--- config.mk ---
export PLATFORM = sky130hd
export DESIGN_NAME = util_stream_gen_flat
export DESIGN_NICKNAME = d
export VERILOG_FILES = /design/src/rtl/util_stream_gen_if.sv /design/src/rtl/util_stream_gen.sv /design/src/flat_wrapper.sv
export SDC_FILE = /design/constraint.sdc
export NUM_CORES = 1
export LEC_CHECK = 0
export CAP_MARGIN = 20
export CELL_PAD_IN_SITES_DETAIL_PLACEMENT = 1
export CELL_PAD_IN_SITES_GLOBAL_PLACEMENT = 1
export CORE_UTILIZATION = 47
export CTS_BUF_LIST = sky130_fd_sc_hd__clkbuf_4 sky130_fd_sc_hd__clkbuf_8 sky130_fd_sc_hd__clkbuf_16
export DETAILED_ROUTE_END_ITERATION = 10
export HOLD_SLACK_MARGIN = 0.12
export PLACE_DENSITY_LB_ADDON = 0.1
export SLEW_MARGIN = 20
export SYNTH_ARGS = -nofsm -noshare
export SYNTH_HDL_FRONTEND = slang
export SYNTH_SLANG_ARGS = --single-unit
--- constraint.sdc ---
create_clock -name clk -period 9.86 [get_ports clk]
set_input_delay 1.479 -clock clk [delete_from_list [all_inputs] [get_ports clk]]
set_output_delay 1.479 -clock clk [all_outputs]
set_load 0.05 [all_outputs]
--- src/rtl/util_stream_gen_if.sv ---
// AXI4-Stream master bundle for util_stream_gen.
// master: the packet generator side; slave: the downstream sink side.
interface util_stream_gen_if #(
    parameter int TBYTE_NUM  = 4,
    parameter int DEST_WIDTH = 5,
    parameter int TID_WIDTH  = 8
);
    logic                   tvalid;
    logic                   tready;
    logic [TBYTE_NUM*8-1:0] tdata;
    logic [TBYTE_NUM-1:0]   tkeep;
    logic                   tlast;
    logic [TID_WIDTH-1:0]   tid;
    logic [DEST_WIDTH-1:0]  tdest;

    modport master (
        output tvalid, tdata, tkeep, tlast, tid, tdest,
        input  tready
    );

    modport slave (
        input  tvalid, tdata, tkeep, tlast, tid, tdest,
        output tready
    );
endinterface

--- src/rtl/util_stream_gen.sv ---
// util_stream_gen: AXI4-Stream packet generator.
// Byte-granular packet length with partial last-beat tkeep, increment/fixed/LFSR
// data patterns, tdest rotation, inter-packet gap and graceful stop.
// Optional statistics counters are built when UTIL_STREAM_GEN_STAT_EN is defined.
module util_stream_gen #(
    parameter int TBYTE_NUM  = 4,
    parameter int DEST_WIDTH = 5,
    parameter int TID_WIDTH  = 8
) (
    input  logic                   clk,
    input  logic                   rstn,
    input  logic [DEST_WIDTH-1:0]  cfg_dest_base,
    input  logic [DEST_WIDTH-1:0]  cfg_dest_num,
    input  logic [31:0]            cfg_gap,
    input  logic [31:0]            cfg_pkt_num,
    input  logic [31:0]            cfg_len_bytes,
    input  logic [TBYTE_NUM*8-1:0] cfg_start_from,
    input  logic [TBYTE_NUM*8-1:0] cfg_inc,
    input  logic [1:0]             cfg_mode,
    input  logic                   stream_start,
    input  logic                   stream_stop,
    output logic                   stream_busy,
    output logic                   stream_done,
`ifdef UTIL_STREAM_GEN_STAT_EN
    output logic [31:0]            stat_pkt_cnt,
    output logic [31:0]            stat_beat_cnt,
    output logic [31:0]            stat_stall_cnt,
`endif
    util_stream_gen_if.master      m_axis
);
    localparam int DW = TBYTE_NUM * 8;
    localparam logic [31:0] LFSR_MASK = 32'h8020_0003;  // x^32+x^22+x^2+x+1

    typedef enum logic [1:0] {IDLE, SEND, GAP, FIN} state_t;

    state_t                state_q;
    logic                  start_q;
    logic                  busy_q;
    logic                  done_q;
    logic                  valid_q;

    // Configuration latched at the start edge
    logic [DEST_WIDTH-1:0] dest_base_q;
    logic [DEST_WIDTH-1:0] dest_num_q;
    logic [31:0]           gap_q;
    logic [31:0]           pkt_num_q;
    logic [31:0]           beats_q;
    logic [TBYTE_NUM-1:0]  last_keep_q;
    logic [DW-1:0]         start_from_q;
    logic [31:0]           seed_q;
    logic [DW-1:0]         inc_q;
    logic [1:0]            mode_q;

    // Run progress
    logic [31:0]           beat_idx_q;
    logic [31:0]           pkt_cnt_q;
    logic [31:0]           gap_cnt_q;
    logic [DEST_WIDTH-1:0] dest_idx_q;
    logic [DEST_WIDTH-1:0] tdest_q;
    logic [DW-1:0]         data_q;
    logic [31:0]           lfsr_q;

    logic                  start_edge;
    logic                  run_go;
    logic                  hs;
    logic                  is_last;
    logic [31:0]           pkt_next;
    logic                  run_end;
    logic                  dest_wrap;
    logic [31:0]           len_eff;
    logic [31:0]           rem;
    logic [31:0]           beats_calc;
    logic [TBYTE_NUM-1:0]  keep_calc;
    logic [31:0]           seed_raw;
    logic [31:0]           seed_calc;
    logic [31:0]           lfsr_next;
    logic [DW-1:0]         lfsr_fill;

    // Edge detect, packet geometry from the live config, and per-beat decisions
    always_comb begin
        start_edge = stream_start & ~start_q;
        run_go     = (state_q == IDLE) & start_edge;
        hs         = valid_q & m_axis.tready;
        is_last    = (beat_idx_q == beats_q - 32'd1);
        pkt_next   = pkt_cnt_q + 32'd1;
        run_end    = ((pkt_num_q != '1) && (pkt_next == pkt_num_q)) || stream_stop;
        dest_wrap  = (DEST_WIDTH'(dest_idx_q + 1'b1) == dest_num_q);

        len_eff    = (cfg_len_bytes == '0) ? 32'd1 : cfg_len_bytes;
        rem        = len_eff % 32'(TBYTE_NUM);
        // Divide then round up, so lengths near 2^32 cannot overflow
        beats_calc = len_eff / 32'(TBYTE_NUM) + ((rem != '0) ? 32'd1 : 32'd0);
        keep_calc  = '0;
        for (int unsigned i = 0; i < TBYTE_NUM; i++) begin
            keep_calc[i] = (rem == '0) || (i < rem);
        end

        seed_raw   = 32'(cfg_start_from);
        seed_calc  = (seed_raw == '0) ? 32'd1 : seed_raw;

        lfsr_next  = lfsr_q[0] ? ((lfsr_q >> 1) ^ LFSR_MASK) : (lfsr_q >> 1);
        lfsr_fill  = '0;
        for (int unsigned i = 0; i < DW; i++) begin
            lfsr_fill[i] = lfsr_q[i % 32];
        end
    end

    // Main FSM: IDLE/SEND/GAP/FIN with registered busy, done and tvalid
    always_ff @(posedge clk or negedge rstn) begin
        if (!rstn) begin
            state_q      <= IDLE;
            start_q      <= 1'b0;
            busy_q       <= 1'b0;
            done_q       <= 1'b0;
            valid_q      <= 1'b0;
            dest_base_q  <= '0;
            dest_num_q   <= '0;
            gap_q        <= '0;
            pkt_num_q    <= '0;
            beats_q      <= '0;
            last_keep_q  <= '0;
            start_from_q <= '0;
            seed_q       <= '0;
            inc_q        <= '0;
            mode_q       <= '0;
            beat_idx_q   <= '0;
            pkt_cnt_q    <= '0;
            gap_cnt_q    <= '0;
            dest_idx_q   <= '0;
            tdest_q      <= '0;
            data_q       <= '0;
            lfsr_q       <= '0;
        end else begin
            start_q <= stream_start;
            done_q  <= 1'b0;
            case (state_q)
                IDLE: begin
                    if (start_edge) begin
                        dest_base_q  <= cfg_dest_base;
                        dest_num_q   <= (cfg_dest_num == '0) ? DEST_WIDTH'(1) : cfg_dest_num;
                        gap_q        <= cfg_gap;
                        pkt_num_q    <= cfg_pkt_num;
                        beats_q      <= beats_calc;
                        last_keep_q  <= keep_calc;
                        start_from_q <= cfg_start_from;
                        seed_q       <= seed_calc;
                        inc_q        <= cfg_inc;
                        mode_q       <= cfg_mode;
                        beat_idx_q   <= '0;
                        pkt_cnt_q    <= '0;
                        dest_idx_q   <= '0;
                        tdest_q      <= cfg_dest_base;
                        data_q       <= cfg_start_from;
                        lfsr_q       <= seed_calc;
                        if (cfg_pkt_num == '0) begin
                            state_q <= FIN;
                            done_q  <= 1'b1;
                        end else begin
                            state_q <= SEND;
                            busy_q  <= 1'b1;
                            valid_q <= 1'b1;
                        end
                    end
                end
                SEND: begin
                    if (hs) begin
                        if (!is_last) begin
                            beat_idx_q <= beat_idx_q + 32'd1;
                            data_q     <= (mode_q == 2'd0) ? data_q + inc_q : data_q;
                            lfsr_q     <= lfsr_next;
                        end else begin
                            beat_idx_q <= '0;
                            pkt_cnt_q  <= pkt_next;
                            data_q     <= start_from_q;
                            lfsr_q     <= seed_q;
                            dest_idx_q <= dest_wrap ? '0 : DEST_WIDTH'(dest_idx_q + 1'b1);
                            tdest_q    <= dest_wrap ? dest_base_q
                                                    : DEST_WIDTH'(dest_base_q + dest_idx_q + 1'b1);
                            if (run_end) begin
                                state_q <= FIN;
                                valid_q <= 1'b0;
                                busy_q  <= 1'b0;
                                done_q  <= 1'b1;
                            end else if (gap_q != '0) begin
                                state_q   <= GAP;
                                valid_q   <= 1'b0;
                                gap_cnt_q <= gap_q;
                            end
                        end
                    end
                end
                GAP: begin
                    if (stream_stop) begin
                        state_q <= FIN;
                        busy_q  <= 1'b0;
                        done_q  <= 1'b1;
                    end else if (gap_cnt_q <= 32'd1) begin
                        state_q <= SEND;
                        valid_q <= 1'b1;
                    end else begin
                        gap_cnt_q <= gap_cnt_q - 32'd1;
                    end
                end
                FIN: begin
                    state_q <= IDLE;
                end
                default: begin
                    state_q <= IDLE;
                end
            endcase
        end
    end

`ifdef UTIL_STREAM_GEN_STAT_EN
    // Saturating run statistics, cleared when a run is accepted
    always_ff @(posedge clk or negedge rstn) begin
        if (!rstn) begin
            stat_pkt_cnt   <= '0;
            stat_beat_cnt  <= '0;
            stat_stall_cnt <= '0;
        end else if (run_go) begin
            stat_pkt_cnt   <= '0;
            stat_beat_cnt  <= '0;
            stat_stall_cnt <= '0;
        end else begin
            if (hs && stat_beat_cnt != '1) begin
                stat_beat_cnt <= stat_beat_cnt + 32'd1;
            end
            if (hs && is_last && stat_pkt_cnt != '1) begin
                stat_pkt_cnt <= stat_pkt_cnt + 32'd1;
            end
            if (valid_q && !m_axis.tready && stat_stall_cnt != '1) begin
                stat_stall_cnt <= stat_stall_cnt + 32'd1;
            end
        end
    end
`endif

    assign stream_busy   = busy_q;
    assign stream_done   = done_q;
    assign m_axis.tvalid = valid_q;
    assign m_axis.tdata  = (mode_q == 2'd2) ? lfsr_fill : data_q;
    assign m_axis.tkeep  = valid_q ? (is_last ? last_keep_q : '1) : '0;
    assign m_axis.tlast  = valid_q & is_last;
    assign m_axis.tid    = TID_WIDTH'(pkt_cnt_q);
    assign m_axis.tdest  = tdest_q;

endmodule

--- src/flat_wrapper.sv ---
// flat-port wrapper written by rule: the top's interface ports become plain ports
module util_stream_gen_flat 
#(
    parameter int TBYTE_NUM  = 4,
    parameter int DEST_WIDTH = 5,
    parameter int TID_WIDTH  = 8
)
  (clk, rstn, cfg_dest_base, cfg_dest_num, cfg_gap, cfg_pkt_num, cfg_len_bytes, cfg_start_from, cfg_inc, cfg_mode, stream_start, stream_stop, stream_busy, stream_done, m_axis_tvalid, m_axis_tdata, m_axis_tkeep, m_axis_tlast, m_axis_tid, m_axis_tdest, m_axis_tready);
  util_stream_gen_if #(.TBYTE_NUM(TBYTE_NUM), .DEST_WIDTH(DEST_WIDTH), .TID_WIDTH(TID_WIDTH)) m_axis_i ();
  input  logic clk;
  input  logic rstn;
  input  logic [DEST_WIDTH-1:0] cfg_dest_base;
  input  logic [DEST_WIDTH-1:0] cfg_dest_num;
  input  logic [31:0] cfg_gap;
  input  logic [31:0] cfg_pkt_num;
  input  logic [31:0] cfg_len_bytes;
  input  logic [TBYTE_NUM*8-1:0] cfg_start_from;
  input  logic [TBYTE_NUM*8-1:0] cfg_inc;
  input  logic [1:0] cfg_mode;
  input  logic stream_start;
  input  logic stream_stop;
  output logic stream_busy;
  output logic stream_done;
  output wire logic [$bits(m_axis_i.tvalid)-1:0] m_axis_tvalid;
  output wire logic [$bits(m_axis_i.tdata)-1:0] m_axis_tdata;
  output wire logic [$bits(m_axis_i.tkeep)-1:0] m_axis_tkeep;
  output wire logic [$bits(m_axis_i.tlast)-1:0] m_axis_tlast;
  output wire logic [$bits(m_axis_i.tid)-1:0] m_axis_tid;
  output wire logic [$bits(m_axis_i.tdest)-1:0] m_axis_tdest;
  input wire logic [$bits(m_axis_i.tready)-1:0] m_axis_tready;
  assign m_axis_tvalid = m_axis_i.tvalid;
  assign m_axis_tdata = m_axis_i.tdata;
  assign m_axis_tkeep = m_axis_i.tkeep;
  assign m_axis_tlast = m_axis_i.tlast;
  assign m_axis_tid = m_axis_i.tid;
  assign m_axis_tdest = m_axis_i.tdest;
  assign m_axis_i.tready = m_axis_tready;
  util_stream_gen #(.TBYTE_NUM(TBYTE_NUM), .DEST_WIDTH(DEST_WIDTH), .TID_WIDTH(TID_WIDTH)) u_core (.clk(clk), .rstn(rstn), .cfg_dest_base(cfg_dest_base), .cfg_dest_num(cfg_dest_num), .cfg_gap(cfg_gap), .cfg_pkt_num(cfg_pkt_num), .cfg_len_bytes(cfg_len_bytes), .cfg_start_from(cfg_start_from), .cfg_inc(cfg_inc), .cfg_mode(cfg_mode), .stream_start(stream_start), .stream_stop(stream_stop), .stream_busy(stream_busy), .stream_done(stream_done), .m_axis(m_axis_i));
endmodule
==> results.cfg <==
[min_path]
holdPathEnd = u_core.last_keep_q[0]
worstHoldPathCells = 2
holdCritStartpoint = u_core.last_keep_q[0]
hold_class = reg -> reg

[synth]
synth_area_leaders = dfrtp_1, nand2_1, xnor2_1
synthAdderAreaFrac_pct = 2.96
synth_top_area_share_pct = 42.0
synthDistinctLibCells = 90
seq_area_frac_synth_pct = 42.0
synth_edf_count = 0
yosysTopAreaCell = dfrtp_1
synth-main-ff-cell = dfrtp_1
synth.avg_cell_area_um2 = 8.42
synth_top_family_by_area = simple AND/OR/NAND/NOR gates
syn_inst = 2712
async_flop_share_pct = 100
ys_ff_latch = 383
muxShareOfSynthArea_pct = 3.47
synth_xor_area_share_pct = 7.02
syn_area_um2 = 22800
yosysWarnings = 0
synth-simple-area-share_pct = 26.2
synth_nets = 2941
synth_compound_area_share_pct = 14.4

[critical_path]
crit_chain = nor4_1 -> and4_1 -> mux2i_1 -> a32oi_1 -> or4_1 -> a2111oi_2 -> nand2_1 -> nor2_1 -> clkdlybuf4s50_1
r2r-start = u_core.state_q[1]
worst-r2r-cell-count = 13
crit_buf_inv = 1
r2r_setup_slack_ns = 4.75
rr_endpoint = u_core.gap_cnt_q[28]
crit_family = simple AND/OR/NAND/NOR gates
cp.arrival_ns = 4.99
cp_max_fo = 9
cp.required_ns = 8.38
start_kind = register
endpoint_kind = output pin
slowest_stage = clkdlybuf4s50_1
critical-path-max-stage-delay_ns = 0.87
critPathKind = reg -> out

[global_route]
grt_antenna_before_repair = 0
grt_max_degree = 155
grt_overflow = 0
gr-usage-all-layers_pct = 30.9
grt_pass1_vias = 22400
use_met1_pct = 40.5
top_usage_layer = met2
met3_usage_pct = 4.39
grt.met2_usage_pct = 52.8
grt_pass1_wl_um = 123000

[cells_and_area]
fin_cells = 3498
drive_gt1_share_pct = 6.04
final_common_cell = nand2_1
layout_common_cells = nand2_1, dfrtp_1, clkdlybuf4s50_1
post-route-util_pct = 56.5
n_antenna_cell = 0
syn2layout_area_growth_pct = 18.4
fin_nets = 3079

[clock_network]
cts-root-buf = clkbuf_16
insertion_delay_ns = 0.59
h-tree-depth = 2
clock_sinks = 383
cts_resized = 0
cts_buffers = 44
ctsHoldBuffers = 0
clockBufferDepth = 3
clk_pin_slew_ns = 0.06
cts_tree = yes
cts_setup_buffers = 0

[sta]
worstMarginPinSlew_ns = 1.01
rsz0062_at_grt = false
max_freq_mhz = 155
hold_viol = 0
timing.hold.ws_ns = 0.451
setup_viol = 0
fin_setup_tns_ns = 0
final_max_slew_viol_count = 0
max-slew-margin-rel_pct = 32.3
skew_ns = 0.0212
min_period_ns = 6.47
post-route-period-util_pct = 65.6

[placed_design]
portBuffers = 229
dp_hpwl_um = 52500
gp_congestion = 0.902
dpl.cell_count = 3419

[floorplan]
ios = 230
dieHeight_um = 222
start_util_pct = 47.7
die_w_um = 222
core_region_area_um2 = 47800
rows = 80
dieArea_um2 = 49500

[route]
wl_per_cell_um = 21.6
drt-vias-per-instance = 5.99
vias = 21000
firstDrtPassIters = 5
drt-initial-drc-count = 1410
drt-total-wl_um = 75700
ant_nets = 0
drcViolationCount = 0

[power]
power_density_nw_per_um2 = 350
p_leak_nw = 12.2
ir_worst_vdd_uv = 229

[run]
maxCapViolations = 0

[status]
status = completed
## worst reg2reg max path, delay by kind of cell (launching register included)
kind	cells	cell delay, ns
adder cells (fa/ha/maj)	1	0.56
buffers and inverters	3	1.21
flip-flops	1	0.40
AO/OA/AOI/OAI	3	0.66
AND/OR/NAND/NOR	6	2.17
## synthesized netlist by cell type (5+ instances only)
cell type / n
buf_2: 29
a211oi_1: 11
and3_1: 38
o31ai_1: 18
inv_1: 63
nor2_1: 184
nor2b_1: 12
or3_1: 30
nor3b_1: 5
a311oi_1: 51
or2_2: 6
nand2_1: 710
mux2i_1: 41
a221oi_1: 9
nand4_1: 56
nand2b_1: 15
a22oi_1: 5
buf_1: 5
o211ai_1: 15
o21ai_0: 130
mux2_2: 34
nor3_2: 5
a31oi_1: 30
xor2_1: 74
nor4_1: 56
nand3_1: 67
a21o_1: 71
a2111oi_0: 5
and2_1: 10
nor3_1: 64
o21ai_1: 16
clkbuf_1: 112
xnor2_1: 107
and4_1: 15
dfrtp_1: 383
a21oi_1: 66
ha_1: 50
or4_1: 10
buf_4: 11
## per-stage QoR
stage          instance area [um2]  setup WS, ns  total power [mW]
6_report                     27000          3.39              9.45
5_1_grt                      27000          3.19              10.1
4_1_cts                      27000          3.37              9.48
3_5_place_dp                 25500          4.03              7.62
3_3_place_gp                 25500          4.16              7.41
2_1_floorplan                22800          4.87              6.14
## layer usage
metal,vias up,part of all wire (%)
met2,460,48
met1,10600,44
li1,9743,-
met4,0,3.0
met3,134,4.3
met5,-,0
## worst max-delay path by stage
stage	from	depth (start not counted)	slack, ns	endpoint
6_report	u_core.beats_q[2]	9	3.39	m_axis_tlast
3_3_place_gp	u_core.beats_q[2]	9	4.16	m_axis_tlast
5_1_grt	u_core.beats_q[2]	9	3.19	m_axis_tlast
3_5_place_dp	u_core.beats_q[2]	9	4.03	m_axis_tlast
2_1_floorplan	u_core.beats_q[2]	13	4.87	m_axis_tkeep[1]
4_1_cts	u_core.beats_q[2]	9	3.37	m_axis_tlast
## logic make-up (layout without fill, tap and decap cells)
family	Yosys count	count (layout)
AND/OR/NAND/NOR	1311	1311
AO/OA/AOI/OAI	486	486
flip-flops	383	383
buffers and inverters	222	393
XOR/XNOR	182	182
multiplexers	75	75
adder cells (fa/ha/maj)	53	53
## layout make-up
cell class / instances / area [um2]
inverter: 64 / 240
multi-input combinational: 2107 / 12400
clock buffer: 65 / 1330
clock inverter: 14 / 230
sequential: 383 / 9580
tap: 615 / 769
fill: 5627 / 20800
timing repair buffer: 250 / 2480
## power breakdown
group	total (mW)	switching [mW]	leakage, nW	internal [mW]
combinational	4.75	2.93	6.61	1.82
sequential	2.91	0.663	4.83	2.25
clock	1.79	0.697	0.783	1.09
total	9.45	4.29	12.2	5.17
Power figures use the tool's default switching activity.
